$ cat src/rtl/ram_arbiter.sv
// Two-port arbiter in front of a single-port synchronous RAM: the CPU core is port 0
// and the debug/loader master is port 1. The RAM command is registered, and read data is returned to the port that issued the read.
module ram_arbiter #(
  parameter int AddrWidth   = 9,
  parameter int DataWidth   = 8,
  parameter int Policy      = 1,
  parameter int StarveLimit = 8
) (
  input  logic                 clk,
  input  logic                 reset,

  input  logic                 req0,
  input  logic [AddrWidth-1:0] addr0,
  input  logic [DataWidth-1:0] wdata0,
  input  logic                 we0,
  output logic                 gnt0,
  output logic [DataWidth-1:0] rdata0,
  output logic                 rvalid0,

  input  logic                 req1,
  input  logic [AddrWidth-1:0] addr1,
  input  logic [DataWidth-1:0] wdata1,
  input  logic                 we1,
  output logic                 gnt1,
  output logic [DataWidth-1:0] rdata1,
  output logic                 rvalid1,

  output logic [AddrWidth-1:0] mem_addr,
  output logic [DataWidth-1:0] mem_wdata,
  output logic                 mem_we,
  input  logic [DataWidth-1:0] mem_rdata
);

  localparam bit         RoundRobin = (Policy == 1);
  localparam logic [7:0] StarveMax  = 8'(StarveLimit);

  // Tag that follows each RAM command down the pipe; rd=0 means no read in flight.
  typedef struct packed {
    logic rd;
    logic port;
  } tag_t;

  localparam tag_t TagNone = '{rd: 1'b0, port: 1'b0};

  logic                 last_q, last_d;
  logic [7:0]           starve_cnt_q, starve_cnt_d;
  logic [AddrWidth-1:0] mem_addr_q, mem_addr_d;
  logic [DataWidth-1:0] mem_wdata_q, mem_wdata_d;
  logic                 mem_we_q, mem_we_d;
  tag_t                 tag1_q, tag1_d;
  logic                 rvalid0_q, rvalid0_d;
  logic                 rvalid1_q, rvalid1_d;

  logic accept0;
  logic accept1;

  // Grant decision is purely combinational so a lone requester is accepted in its first cycle.
  always_comb begin
    // NOTE: every output of a combinational block gets a default first; a path
    // that leaves a signal unassigned would infer a latch.
    gnt0 = 1'b0;
    gnt1 = 1'b0;
    case ({req1, req0})
      2'b01: gnt0 = 1'b1;
      2'b10: gnt1 = 1'b1;
      2'b11: begin
        if (RoundRobin) begin
          if (last_q) gnt0 = 1'b1;
          else        gnt1 = 1'b1;
        end else begin
          if (starve_cnt_q >= StarveMax) gnt1 = 1'b1;
          else                           gnt0 = 1'b1;
        end
      end
      default: ;
    endcase
  end

  assign accept0 = req0 & gnt0;
  assign accept1 = req1 & gnt1;

  always_comb begin
    last_d       = last_q;
    starve_cnt_d = starve_cnt_q;
    mem_addr_d   = mem_addr_q;
    mem_wdata_d  = mem_wdata_q;
    mem_we_d     = 1'b0;
    tag1_d       = TagNone;

    if (accept1)      last_d = 1'b1;
    else if (accept0) last_d = 1'b0;

    // The starvation counter only matters under fixed priority; it saturates at the limit.
    if (RoundRobin || !req1 || accept1) begin
      starve_cnt_d = '0;
    end else if (starve_cnt_q < StarveMax) begin
      starve_cnt_d = starve_cnt_q + 8'd1;
    end

    if (accept1) begin
      mem_addr_d  = addr1;
      mem_wdata_d = wdata1;
      mem_we_d    = we1;
      tag1_d      = '{rd: ~we1, port: 1'b1};
    end else if (accept0) begin
      mem_addr_d  = addr0;
      mem_wdata_d = wdata0;
      mem_we_d    = we0;
      tag1_d      = '{rd: ~we0, port: 1'b0};
    end

    // Stage-2 tag is the rvalid pair itself: it lines up with RAM data one edge later.
    rvalid0_d = tag1_q.rd & ~tag1_q.port;
    rvalid1_d = tag1_q.rd &  tag1_q.port;
  end

  always_ff @(posedge clk or posedge reset) begin
    if (reset) begin
      last_q       <= 1'b1;
      starve_cnt_q <= '0;
      mem_addr_q   <= '0;
      mem_wdata_q  <= '0;
      mem_we_q     <= 1'b0;
      tag1_q       <= TagNone;
      rvalid0_q    <= 1'b0;
      rvalid1_q    <= 1'b0;
    end else begin
      // NOTE: state updates use non-blocking assignments so every flop samples
      // the pre-edge value of the others, independent of statement order.
      last_q       <= last_d;
      starve_cnt_q <= starve_cnt_d;
      mem_addr_q   <= mem_addr_d;
      mem_wdata_q  <= mem_wdata_d;
      mem_we_q     <= mem_we_d;
      tag1_q       <= tag1_d;
      rvalid0_q    <= rvalid0_d;
      rvalid1_q    <= rvalid1_d;
    end
  end

  assign mem_addr  = mem_addr_q;
  assign mem_wdata = mem_wdata_q;
  assign mem_we    = mem_we_q;

  assign rvalid0 = rvalid0_q;
  assign rvalid1 = rvalid1_q;
  assign rdata0  = rvalid0_q ? mem_rdata : '0;
  assign rdata1  = rvalid1_q ? mem_rdata : '0;

endmodule

$ cat config.mk
export PLATFORM = sky130hd
export DESIGN_NAME = ram_arbiter
export DESIGN_NICKNAME = d
export VERILOG_FILES = /design/src/rtl/ram_arbiter.sv
export SDC_FILE = /design/constraint.sdc
export NUM_CORES = 1
export LEC_CHECK = 0
export ABC_AREA = 1
export CORE_MARGIN = 4
export CORE_UTILIZATION = 44
export CTS_BUF_LIST = sky130_fd_sc_hd__clkbuf_4
export DETAILED_ROUTE_END_ITERATION = 7
export DONT_BUFFER_PORTS = 1
export SLEW_MARGIN = 20
export SYNTH_ARGS = -nofsm -noshare
export SYNTH_HDL_FRONTEND = slang
export SYNTH_SLANG_ARGS = --single-unit
$ cat constraint.sdc
create_clock -name clk -period 3.61 [get_ports clk]
set_clock_uncertainty 0.2 [all_clocks]
set_input_delay 0.9025 -clock clk [delete_from_list [all_inputs] [get_ports clk]]
set_output_delay 0.9025 -clock clk [all_outputs]
set_load 0.02 [all_outputs]
==> flow_summary.ini <==
[routing]
dr_total_vias = 1067
met2WireLength_mm = 1.50
final_antenna_net_count = 0
first_pass_iters = 4
dr.max_layer_used = met4
drc_errors = 0
met3_length_um = 339
drt_iter0_markers = 40
wire_per_inst_um = 14.3
drt-met1-wl_mm = 1.19
detail_route.vias_per_cell = 5.01
drt_wl_total_mm = 3.05

[synth]
synthMuxAreaShare_pct = 0
async_reset_ff_share_pct = 100
synth-edff-count = 0
synth_common_cells = 72 x nand2_1, 36 x inv_1, 36 x nand3_1
synth_area_um2 = 1310
yosys.area_share.simple_pct = 37.7
synthCells = 187
syn_avg_cell_area_um2 = 6.98
synth_top_area_share_pct = 42.2
synth_xor_area_share_pct = 0
yosysSeqAreaShare_pct = 44.2
yosysWarnings = 0
netlist-cell-type-count = 15
synth-compound-area-share_pct = 0.384
synth_area_leaders = dfrtp_1 42%, nand2_1 21%, nand3_1 14%
synth_top_family_by_area = simple AND/OR/NAND/NOR gates
synth_fa_ha_area_share_pct = 0
synth-seq-cells = 23
syn_nets = 235
synth_top_area_cell = dfrtp_1
synth_most_common_cell = nand2_1
ys.flop_type = dfrtp_1

[setup_path]
ff2ff_path_depth = 5
cp_max_fo = 22
crit_path_top_delay_cell = nor2_1
end_kind = output pin
r2r_start = last_q$_DFFE_PP1P_
reg2reg_slack_ns = 2.12
critPathArrivalTime_ns = 1.77
start_kind = input port
path_cells = nand2_4 -> nand2_4 -> inv_1 -> nor2_1
cpPeakStageDelay_ns = 0.34
path_class = in2out
r2r-end = tag1_q[1]$_DFF_PP0_
critPathRequiredTime_ns = 2.51
crit_top_cell = nand2_4

[global_routing]
grt_max_degree = 24
gr-usage-all-layers_pct = 16.2
grt_pass1_vias = 1044
antenna_found_initial = 0
grt_pass1_wl_mm = 5.15
overflow = 0

[floorplanning]
dieWidth_um = 62.5
fp-row-count = 19
num_io_pins = 86
fp.dieArea_um2 = 3900
die_h_um = 62.5
core_um2 = 2810
start_util_pct = 46.5

[place]
gp_congestion = 0.676
hpwl_mm = 2.32
dpl_cell_area_um2 = 1270
io_buffers = 0

[hold_path]
min_delay_worst_endpoint = rvalid0$_DFF_PP0_
hp-class = reg2reg
min_path_cells = 1
min-delay-start = tag1_q[0]$_DFF_PP0_

[cts]
cts.sinks = 23
cts_buffers = 3
clock-root-buffer = clkbuf_4
hold_buffers = 0
path_clk_slew_ns = 0.12
tritoncts = built
clk_path_buf_depth = 2
htreeDepth = 1
cts_setup_buffers = 0
cts_resized = 0
clkLatencyLatePin_ns = 0.30

[cells_and_area]
syn_to_final_growth_pct = -0.671
diodes = 0
nets = 231
fin_area_um2 = 1300
drive_above_1_share_pct = 4.95

[sta]
tightest_slew_ns = 0.861
min_period_ns = 2.87
rsz0062_at_grt = false
min_period_over_period_pct = 79.5
whs_ns = 0.227
slew_headroom_pct = 42.5
slew_viol_final = 0
setup_viol_count_final = 0
finalSetupTns_ns = 0
hold_viol = 0
max_freq_mhz = 349

[status]
status = complete, no violations

[pwr]
max-vdd-ir-drop_mv = 0.202
p_per_area_nw_per_um2 = 430
p_leak_nw = 0.839

[flow_run]
max_cap_violations = 0
-- layout make-up --
type	count	area, um^2
Inverter	41	154
Multi-Input combinational cell	114	497
Fill cell	308	1510
Tap cell	31	38.8
Sequential cell	23	577
Clock buffer	4	30.0
-- sequential cells by signal (all words and copies together) (netlist names) --
| name | cells |
|---|---|
| last_q | 1 |
| mem_wdata | 8 |
| tag1_q | 2 |
| mem_addr | 9 |
| rvalid1 | 1 |
| rvalid0 | 1 |
| mem_we | 1 |
-- worst max path at each step --
stage                             from    to  cells past startpoint  slack, ns
global route        last_q$_DFFE_PP1P_  gnt0                      4       0.63
finish                            req0  gnt0                      4       0.74
floorplan                         req1  gnt0                      4       0.96
CTS                 last_q$_DFFE_PP1P_  gnt0                      4       0.72
global placement                  req0  gnt0                      4       0.74
detailed placement                req0  gnt0                      4       0.73
-- logic make-up after synthesis --
group                  count (synthesis)
DFF                                   23
buffers and inverters                 50
and+or+nand+nor                      113
AOI/OAI and AO/OA                      1
-- through the flow --
step                      util [%]  power [mW]  setup WS [ns]  std cells
after global placement        45.1       0.437          0.737        209
after detailed placement      45.1       0.440          0.726        209
after CTS                     46.2       0.566          0.717        213
after global routing          46.2       0.598          0.632        213
final                         46.2       0.558          0.742        213
after floorplan                  -       0.432          0.957        187
-- routing by layer --
layer	track usage [%]	up-vias
met5	0	-
met4	4.96	0
met3	6.47	2
met2	27.2	46
met1	19.0	478
li1	-	541
-- critical path: cells and delay by family --
family	cells	cell delay, ns
buf+inv	1	0.17
simple gates	3	0.68
-- layout by cell type, fill, tap and decap left out --
cell type	instances
clkbuf_4	4
nand3_1	36
nor2_1	2
o21ai_0	1
clkinv_1	4
inv_1	36
dfrtp_1	22
dfstp_2	1
nand2_1	72
nand2_4	2
inv_2	1
nor2_4	1
-- where the power goes --
group | internal (mW) | leakage [nW] | switching [mW]
Clock | 0.0505 | 0.0184 | 0.0748
Combinational | 0.0271 | 0.544 | 0.0645
Sequential | 0.286 | 0.276 | 0.0546
Total | 0.364 | 0.839 | 0.194
No activity file was read; power rests on OpenSTA's default activity.
